[config.mk]
export PLATFORM = sky130hd
export DESIGN_NAME = input_debounce
export DESIGN_NICKNAME = d
export VERILOG_FILES = /design/src/rtl/input_debounce.sv
export SDC_FILE = /design/constraint.sdc
export NUM_CORES = 1
export LEC_CHECK = 0
export BUFFER_PORTS_ARGS = -buffer_cell sky130_fd_sc_hd__buf_2
export CORE_AREA = 2 2 72 74
export DETAILED_ROUTE_END_ITERATION = 7
export DIE_AREA = 0 0 74 76
export GPL_TIMING_DRIVEN = 0
export PLACE_DENSITY = 0.69
export SLEW_MARGIN = 20
export SYNTH_ARGS = -nofsm -noshare
export SYNTH_HDL_FRONTEND = slang
export SYNTH_SLANG_ARGS = --single-unit
[constraint.sdc]
create_clock -name clk -period 3.67 [get_ports clk]
set_clock_uncertainty 0.1 [all_clocks]
set_input_delay 0 -clock clk [delete_from_list [all_inputs] [get_ports clk]]
set_output_delay 0 -clock clk [all_outputs]
set_load 0.02 [all_outputs]
[src/rtl/input_debounce.sv]
// Per-channel switch debouncer: two-flop synchronizer, then q follows only after CNT_MAX stable cycles.
// Define DEBOUNCE_EDGE_EN to add registered one-cycle rise/fall pulses derived from q.
module input_debounce #(
  parameter int WIDTH   = 2,
  parameter int CNT_MAX = 1000000
) (
  input  logic             clk,
  input  logic             rst,
  input  logic [WIDTH-1:0] din,
  output logic [WIDTH-1:0] q
`ifdef DEBOUNCE_EDGE_EN
  ,
  output logic [WIDTH-1:0] rise,
  output logic [WIDTH-1:0] fall
`endif
);

  localparam int            CW       = $clog2(CNT_MAX);
  localparam logic [CW-1:0] CNT_LAST = CW'(CNT_MAX - 1);

  typedef enum logic {IDLE, COUNT} state_t;

  logic [WIDTH-1:0] s1;
  logic [WIDTH-1:0] s2;

  always_ff @(posedge clk or posedge rst) begin
    if (rst) begin
      s1 <= '0;
      s2 <= '0;
    end else begin
      s1 <= din;
      s2 <= s1;
    end
  end

  for (genvar i = 0; i < WIDTH; i++) begin : g_ch
    state_t        state;
    state_t        state_nxt;
    logic [CW-1:0] cnt;
    logic [CW-1:0] cnt_nxt;
    logic          q_r;
    logic          q_nxt;

    always_ff @(posedge clk or posedge rst) begin
      if (rst) begin
        state <= IDLE;
        cnt   <= '0;
        q_r   <= 1'b0;
      end else begin
        state <= state_nxt;
        cnt   <= cnt_nxt;
        q_r   <= q_nxt;
      end
    end

    // The counter sits at 0 on the edge COUNT is entered, so acceptance lands CNT_MAX edges later.
    always_comb begin
      state_nxt = state;
      cnt_nxt   = cnt;
      q_nxt     = q_r;
      case (state)
        IDLE: begin
          cnt_nxt = '0;
          if (s2[i] != q_r) begin
            state_nxt = COUNT;
          end
        end
        COUNT: begin
          if (s2[i] == q_r) begin
            state_nxt = IDLE;
            cnt_nxt   = '0;
          end else if (cnt == CNT_LAST) begin
            state_nxt = IDLE;
            cnt_nxt   = '0;
            q_nxt     = s2[i];
          end else begin
            cnt_nxt = cnt + CW'(1);
          end
        end
        default: begin
          state_nxt = IDLE;
          cnt_nxt   = '0;
        end
      endcase
    end

    assign q[i] = q_r;
  end

`ifdef DEBOUNCE_EDGE_EN
  logic [WIDTH-1:0] q_d;

  // q_d resets together with q, so a reset never looks like a 1->0 transition.
  always_ff @(posedge clk or posedge rst) begin
    if (rst) begin
      q_d  <= '0;
      rise <= '0;
      fall <= '0;
    end else begin
      q_d  <= q;
      rise <= q & ~q_d;
      fall <= ~q & q_d;
    end
  end
`endif

endmodule
==> metrics, run 1 <==
CTS tree yes; CP Class reg2reg; status finished, final reports clean; initial antenna violation count 0; final WL about 4 mm; complex-gate fraction of the synthesized area 0.0741; port buffer count 5; Netlist Area Pre-Place ~0.0023 mm^2; fin nets about 250; post-synthesis simple-gate area fraction 0.246; first-pass GRT wire length ~7.3 mm; Max H-tree Level 2; HPWL Detailed 2.78 mm; Final Max Slew Viols 0; Antenna Violating Nets Remaining 0; area delta synth->final 11.1%; core area 0.00491 mm^2; register area share after synthesis 0.519; largest family of logic cells by synthesized area simple AND/OR/NAND/NOR gates; post-synthesis mux area share 0.00974; Distinct cells, synth 37; total iterations of the first detailed-routing run 4; Warnings, synthesis 0; synthesized area per cell 10.3 um^2; Worst Max-Slew Pin Slew about 410 ps; # diodes 0; Die W roughly 74 um; Seq cells post-synth 48; Vias around 1,600; DR iter-0 viols 64; Num CTS Buffers 5; initial core utilization 0.471; Sink Count 48; Pwr Density 350 mW/mm^2; Startpoint Class register; Vias/cell 5.20; Leakage roughly 1.0 nW; RSZ-0062 raised after global routing false; # fillers 449; crit path time final about 2400 ps; Cells after Synth 224; Die Span Y 76 um; vias in the first global route 1,604; setup TNS 0 ps; WL per Instance 12.8 um; FP Rows 26; share of layout cells above drive strength 1 0.124; pin count of the biggest net entering global routing 35; gpl congestion between 0.7 and 0.8; fin crit share 0.642; clk_lat worst skew roughly 300 ps; Hold Vio Cnt, Final 0; clk slew on worst S/H paths 90 ps; deepest clock path buffer count 2; max_slew headroom 0.722; max-cap viol count 0; Peak Freq 424 MHz; Final setup viols 0; CP Data Required Time between 3000 and 4000 ps; post-CTS sizing 0; syn nets 230; I/O pins 6; Crit path arrival time approximately 2500 ps; CTS root buf clkbuf_8; Total Routing Usage GR 0.165; die area approximately 0.0056 mm^2; setup bufs post-CTS 0; Max VDD drop 0.194 mV; total grt overflow 0; crit-path max FO 7; post-synthesis adder-cell area fraction 0.0108; Remaining DRCs 0; xor/xnor share of the synthesized area 0.102; hold_buf cts 3; Hold Crit Class in2async; worst hold slack 93.6 ps; Crit. End Element register
-- final cells by class --
| type | count | area [um^2] | share of cell area |
|---|---|---|---|
| flip-flops and latches | 48 | 1200 | 0.468 |
| multi-input cells | 159 | 1020 | 0.399 |
| well taps | 70 | 87.6 | 0.0341 |
| clock buffers | 7 | 86.3 | 0.0336 |
| repair buffers | 9 | 75.1 | 0.0292 |
| plain buffers | 8 | 52.6 | 0.0205 |
| inverters | 9 | 33.8 | 0.0132 |
| clock inverters | 1 | 7.51 | 0.00292 |
-- registers in the layout, summed over array words and instances (netlist names) --
register	flops
g_ch.cnt	40
g_ch.q_r	2
g_ch.state	2
s1	2
s2	2
-- worst paths after layout --
| kind | startpoint | to | slack, ps | cells past startpoint |
|---|---|---|---|---|
| max | g_ch[0].cnt[0]$_DFF_PP0_ | g_ch[0].q_r$_DFFE_PP0P_ | 1310 | 5 |
| min in group clk | din[0] | s1[0]$_DFF_PP0_ | 240 | 2 |
| max reg2reg | g_ch[0].cnt[0]$_DFF_PP0_ | g_ch[0].q_r$_DFFE_PP0P_ | 1310 | 5 |
| min | rst | g_ch[0].cnt[6]$_DFF_PP0_ | 90 | 3 |
| min reg2reg | s1[0]$_DFF_PP0_ | s2[0]$_DFF_PP0_ | 260 | 0 |
| max in group asynchronous | rst | g_ch[1].cnt[2]$_DFF_PP0_ | 2890 | 4 |
-- cells in the mapped netlist (all sizes together) --
cell type   n  area (um^2)
dfrtp      48         1200
nor2       33          124
xor2       17          149
nand2      12         45.0
nand3      12         60.1
a21oi      11         58.8
nand4      11         83.8
xnor2      10         87.6
inv         9         33.8
buf         7         48.8
or4         7         52.6
and4        5         43.8
o21ai       5         25.0
o31ai       5         37.5
or3         5         32.5
nor3        4         20.0
and3        3         18.8
nor4        3         18.8
ha          2         25.0
mux2        2         22.5
nor4b       2         17.5
or4b        2         23.8
and2        1         6.26
and4bb      1         12.5
clkbuf      1         3.75
nor4bb      1         10.0
o211ai      1         12.5
o311ai      1         8.76
o31a        1         8.76
o41a        1         11.3
o41ai       1         8.76
-- logic make-up after synthesis --
logic type | count (synthesis)
DFF | 48
adders and majority gates | 2
buffers and inverters | 17
and+or+nand+nor | 102
muxes | 2
AOI/OAI and AO/OA | 26
xor gates and xnor gates | 27
-- worst max-delay path, cell delays in order (launching register included) --
cell and delay, ps:
dfrtp_1 390, ha_1 240, nand4_1 320, or4_1 670
nor3_1 180, mux2_2 350
-- per-layer routing --
| layer | vias to the layer above | wire length (um) | track usage |
|---|---|---|---|
| li1 | 829 | - | - |
| met1 | 769 | 2010 | 0.225 |
| met2 | 14 | 1830 | 0.254 |
| met3 | 6 | 89 | 0.0450 |
| met4 | 0 | 57 | 0.0527 |
| met5 | - | 0 | 0 |
-- power breakdown --
| part | internal, mW | switching, mW |
|---|---|---|
| Combinational | 0.0108 | 0.0217 |
| Sequential | 0.534 | 0.00349 |
| Clock | 0.153 | 0.176 |
-- metrics by stage --
stage / cell area, um^2 / std cells / util / setup WS (ps) / power [mW]
after floorplan: 2310 / 224 / - / 1570 / 0.567
after global placement: 2420 / 299 / 0.494 / 1320 / 0.576
after detailed placement: 2440 / 300 / 0.498 / 1290 / 0.579
after CTS: 2570 / 311 / 0.523 / 1290 / 0.910
after global routing: 2570 / 311 / 0.523 / 1190 / 0.940
final: 2570 / 311 / 0.523 / 1310 / 0.899
-- cells in the final DEF (no fill, tap or decap), types with 3 or more instances in the layout --
cell           synthesis  layout
dfrtp_1               48      48
nor2_1                33      33
xor2_1                17      17
nand3_1               12      12
nand2_1               12      12
nand4_1               10      10
a21oi_1               10      10
xnor2_1               10      10
inv_1                  9       8
buf_2                  3       8
or4_1                  7       7
clkbuf_8               0       6
and4_1                 5       5
o21ai_0                5       5
o31ai_1                5       5
or3_1                  4       4
nor3_1                 4       4
and3_1                 3       3
buf_4                  3       3
nor4_1                 3       3
dlygate4sd3_1          0       3
(Power assumes the default switching activity.)
==> run 2, diff against run 1 <==
Settings changed: PLACE_DENSITY 0.69 to 0.71.
Clock period 3.67 ns to 2.04 ns, I/O delays scaled along.
==> run 2 against run 1 <==
  * The flow now finishes with violations (negative setup slack)
  * Cell area increased by 4.4%
  * Global-route usage about the same
  * Non-clock buffer count increased by 3
  * Hold slack improved by 61 ps
  * Fmax increased by 14%
  * Clock power increased by 72%
  * Sequential power increased by 80%
  * Largest power group unchanged
==> metrics, run 2 (synthesis results as in run 1) <==
Crit path arrival time 2140 ps (was 2450 ps); CTS tree yes (unchanged); Startpoint Class register (unchanged); Vias 1,682 (was 1,618); core area 0.00491 mm^2 (unchanged); placed cells 300 (unchanged); total grt overflow 0 (unchanged); Hold Crit Class in2async (unchanged); Die W 74 um (unchanged); crit-path max FO 3 (was 7); RSZ-0062 raised after global routing true (was false); Sink Count 48 (unchanged); Tot Pwr 1.60 mW (was 0.899 mW); Leakage 1.09 nW (was 1.04 nW); I/O pins 6 (unchanged); Pwr Density 597 mW/mm^2 (was 350 mW/mm^2); max FFs per register 40 (unchanged); CP Class reg2reg (unchanged); first-pass GRT wire length 7.31 mm (was 7.29 mm); met2 Use GR 0.258 (was 0.254); area delta synth->final 16.0% (was 11.1%); port buffer count 5 (unchanged); worst hold slack 155 ps (was 93.6 ps); Final setup viols 2 (was 0); Max VDD drop 0.446 mV (was 0.194 mV); WL per Instance 13.3 um (was 12.8 um); final WL 4.18 mm (was 3.98 mm); total iterations of the first detailed-routing run 4 (unchanged); gpl congestion 0.756 (was 0.772); vias in the first global route 1,625 (was 1,604); die area 0.00562 mm^2 (unchanged); clk slew on worst S/H paths 90 ps (about the same); Num CTS Buffers 5 (unchanged); most frequent cells in the layout dfrtp_1, nor2_1, xor2_1, nand3_1, nand2_1 (unchanged); fin nets 249 (was 246); fin cells 314 (was 311); status finished, violations left (was finished, final reports clean); setup TNS -26.3 ps (was 0 ps); Final Max Slew Viols 0 (unchanged); CTS root buf clkbuf_8 (unchanged); CP Data Required Time 2120 ps (was 3770 ps); max_slew headroom 0.692 (was 0.722); Total Routing Usage GR 0.165 (about the same); max-cap viol count 0 (unchanged); Die Span Y 76 um (unchanged); Peak Freq 484 MHz (was 424 MHz); Reg with most FFs g_ch.cnt (unchanged); Remaining DRCs 0 (unchanged); crit path time final 2060 ps (was 2360 ps); fin crit share 1.01 (was 0.642); deepest clock path buffer count 2 (unchanged); Antenna Violating Nets Remaining 0 (unchanged); Vias/cell 5.36 (was 5.20); clk_lat worst skew 300 ps (about the same); violated checks negative setup slack; met1 usage 0.222 (was 0.225); pin count of the biggest net entering global routing 29 (was 35); GRT met3 Usage 0.0437 (was 0.0450); # diodes 0 (unchanged); initial antenna violation count 0 (unchanged); share of layout cells above drive strength 1 0.176 (was 0.124); Max H-tree Level 2 (unchanged); global route hottest layer met2 (unchanged); FP Rows 26 (unchanged); Hold Vio Cnt, Final 0 (unchanged); initial core utilization 0.471 (unchanged); Crit. End Element register (unchanged); DR iter-0 viols 107 (was 64); Worst Max-Slew Pin Slew 461 ps (was 412 ps); final worst slack -24.4 ps (was 1310 ps); HPWL Detailed 2.88 mm (was 2.78 mm); leading cell type in the layout, fill and taps excluded dfrtp_1 (unchanged)
[run 2: area by class of cell]
class / count / area (um^2)
Tap cell: 70 / 87.6
Clock buffer: 8 / 90.1
Buffer: 7 / 67.6
Fill cell: 440 / 2230
Inverter: 9 / 33.8
Timing Repair Buffer: 13 / 105
Sequential cell: 48 / 1200
Multi-Input combinational cell: 159 / 1100
[run 2: worst paths after layout]
path / to / cells after the start / slack [ps] / start
min in group clk: s1[1]$_DFF_PP0_ / 2 / 250 / din[1]
worst min-delay path: g_ch[0].cnt[9]$_DFF_PP0_ / 3 / 150 / rst
max in group asynchronous: g_ch[0].cnt[12]$_DFF_PP0_ / 4 / 1180 / rst
worst min register to register: s2[0]$_DFF_PP0_ / 0 / 250 / s1[0]$_DFF_PP0_
worst max register to register: g_ch[0].q_r$_DFFE_PP0P_ / 4 / -20 / g_ch[0].cnt[13]$_DFF_PP0_
worst max-delay path: g_ch[0].q_r$_DFFE_PP0P_ / 4 / -20 / g_ch[0].cnt[13]$_DFF_PP0_
[run 2: what timing repair did]
action,CTS,global route
pin swaps,0,2
hold endpoints to repair,50,0
gates resized for setup,8,11
setup endpoints to repair,42,42
hold buffers,3,0
buffers inserted,3,1
[run 2: layer usage]
metal / part of all wire / wire length [um]
met5: 0 / 0
met4: 0.012 / 49
met3: 0.023 / 95
met2: 0.47 / 1970
met1: 0.49 / 2060
[run 2: power by group]
| group | total [mW] | switching [mW] | internal, mW |
|---|---|---|---|
| Combinational | 0.0674 | 0.0415 | 0.0259 |
| Clock | 0.565 | 0.289 | 0.277 |
| Sequential | 0.968 | 0.00805 | 0.960 |
[run 2: stage by stage]
step           utilization  setup WS (ps)  area, um^2
6_report             0.546          -24.4        2680
5_1_grt              0.546          -63.0        2680
4_1_cts              0.534          -18.0        2620
3_5_place_dp         0.500           -207        2460
3_3_place_gp         0.496           -183        2440
2_1_floorplan            -           27.3        2320
[run 2: critical path, cell delays in order (launching register included)]
cell and delay (ps):
dfrtp_1 390, or4_4 520, or4_4 470, nor3_2 150
mux2_4 310
==> run 3, diff against run 2 <==
Settings changed: CTS_BUF_LIST from default to sky130_fd_sc_hd__clkbuf_8.
Clock period 2.04 ns to 1.7 ns, I/O delays scaled along.
==> run 3 against run 2 <==
  * The flow still finishes with violations (negative setup slack)
  * Non-clock buffer count grew 22
  * Largest power group unchanged
  * Combinational power grew 88%
  * Cell count grew 6.7%
  * Cell area grew 15%
  * First-iteration DRC count grew 51%
==> metrics, run 3 (synthesis results as in run 1) <==
fin util 0.628 (was 0.546); Remaining DRCs 0 (unchanged); crit-path max FO 10 (was 3); Critical R2R Capture g_ch[0].cnt[9]$_DFF_PP0_ (was g_ch[0].q_r$_DFFE_PP0P_); CP Data Required Time 1790 ps (was 2120 ps); Die W 74 um (unchanged); CTS root buf clkbuf_8 (unchanged); core area 0.00491 mm^2 (unchanged); Total Routing Usage GR 0.186 (was 0.165); Crit. End Element register (unchanged); Crit path arrival time 2170 ps (was 2140 ps); total iterations of the first detailed-routing run 4 (unchanged); Hold Vio Cnt, Final 0 (unchanged); Reg with most FFs g_ch.cnt (unchanged); CP Class reg2reg (unchanged); clk slew on worst S/H paths 80 ps (was 90 ps); clk_lat worst skew 300 ps (about the same); port buffer count 5 (unchanged); final WL 5.05 mm (was 4.18 mm); violated checks negative setup slack (unchanged); fin crit share 1.22 (was 1.01); I/O pins 6 (unchanged); flop-to-flop setup slack -380 ps (was -20 ps); Critical Path End g_ch[0].cnt[9]$_DFF_PP0_ (was g_ch[0].q_r$_DFFE_PP0P_); initial antenna violation count 0 (unchanged); max-cap viol count 0 (unchanged); vias in the first global route 1,806 (was 1,625); deepest clock path buffer count 2 (unchanged); max_slew headroom 0.574 (was 0.692); pin count of the biggest net entering global routing 29 (unchanged); Tot Pwr 2.02 mW (was 1.60 mW); # fillers 372 (was 440); gpl congestion 0.763 (was 0.756); Vias 1,850 (was 1,682); worst reg-to-reg path cell count 5 (was 4); fin nets 271 (was 249); Sink Count 48 (unchanged); initial core utilization 0.471 (unchanged); WL per Instance 15.1 um (was 13.3 um); Critical Path Start g_ch[0].cnt[13]$_DFF_PP0_ (unchanged); Die Span Y 76 um (unchanged); Final setup viols 44 (was 2); leading cell type in the layout, fill and taps excluded dfrtp_1 (unchanged); most frequent cells in the layout dfrtp_1, buf_4, xor2_1, nor2_1, nor2_2 (was dfrtp_1, nor2_1, xor2_1, nand3_1, nand2_1); DR iter-0 viols 162 (was 107); worst r2r src g_ch[0].cnt[13]$_DFF_PP0_ (unchanged); HPWL Detailed 2.88 mm (about the same); Peak Freq 481 MHz (was 484 MHz); area delta synth->final 33.5% (was 16.0%); Max H-tree Level 2 (unchanged); Pwr Density 654 mW/mm^2 (was 597 mW/mm^2); Worst Max-Slew Pin Slew 637 ps (was 461 ps); first-pass GRT wire length 8.26 mm (was 7.31 mm); max FFs per register 40 (unchanged); Hold Crit Class in2async (unchanged); crit path time final 2080 ps (was 2060 ps); CTS tree yes (unchanged); Leakage 1.23 nW (was 1.09 nW); RSZ-0062 raised after global routing true (unchanged); Max VDD drop 0.425 mV (was 0.446 mV); Startpoint Class register (unchanged); Num CTS Buffers 5 (unchanged); die area 0.00562 mm^2 (unchanged); Vias/cell 5.52 (was 5.36); total grt overflow 0 (unchanged); final worst slack -378 ps (was -24.4 ps); Final Max Slew Viols 0 (unchanged); status finished, violations left (unchanged); FP Rows 26 (unchanged); share of layout cells above drive strength 1 0.377 (was 0.176); Antenna Violating Nets Remaining 0 (unchanged); # diodes 0 (unchanged)
==> run 3: changes by cell type in the layout (fill, tap and decap cells not counted), sizes merged <==
| cell | previous run | this run |
|---|---|---|
| buf | 17 | 38 |
==> run 3: power by group <==
group	internal, mW	total [mW]	switching, mW	leakage [nW]
Combinational	0.0575	0.127	0.0700	0.529
Sequential	1.15	1.16	0.00910	0.646
Clock	0.363	0.729	0.367	0.0503
Total	1.57	2.02	0.446	1.23
==> run 3: through the flow <==
stage	setup WS [ps]	cell area [um^2]	TNS [ps]	hold slack (ps)	instances
floorplan	-313	2390	-5460	-68.6	224
global placement	-545	2500	-21950	12.9	299
detailed placement	-548	2530	-15420	11.8	300
CTS	-359	2940	-9810	231	331
global route	-419	3090	-13290	249	335
finish	-378	3090	-11180	224	335
==> run 3: final cells by class <==
class | count | area (um^2) | share of cell area
multi-input cells | 159 | 1250 | 0.406
flip-flops and latches | 48 | 1210 | 0.391
plain buffers | 7 | 77.6 | 0.0251
well taps | 70 | 87.6 | 0.0284
inverters | 9 | 33.8 | 0.0109
repair buffers | 35 | 332 | 0.107
clock buffers | 7 | 96.3 | 0.0312
==> run 3: timing repair <==
action	4_1_cts	5_1_grt
hold buffers	3	0
gates cloned	2	1
setup endpoints to repair	44	44
pin swaps	12	6
setup buffers	19	5
endpoints found under the hold margin	29	0
gates resized for setup	26	37
==> run 3: worst min path at each step <==
stage / to / slack, ps / cells past startpoint
after global routing: s1[1]$_DFF_PP0_ / 250 / 2
after global placement: s1[1]$_DFF_PP0_ / 10 / 1
after floorplan: s1[0]$_DFF_PP0_ / -70 / 0
after CTS: s1[1]$_DFF_PP0_ / 230 / 2
after detailed placement: s1[0]$_DFF_PP0_ / 10 / 1
final: g_ch[0].cnt[17]$_DFF_PP0_ / 220 / 3
==> run 3: critical path, stage by stage, from the launching register on <==
cell	delay [ps]
dfrtp_1	400
or4_1	530
or4_4	470
o211ai_4	240
buf_6	180
nor2_1	60
==> run 3: routing by layer <==
metal  track usage  vias to the layer above  share of wire
met5             0                        -              0
met4        0.0673                        0          0.016
met3        0.0410                        8          0.022
met2         0.285                       28           0.49
met1         0.256                      936           0.47
li1              -                      878              -
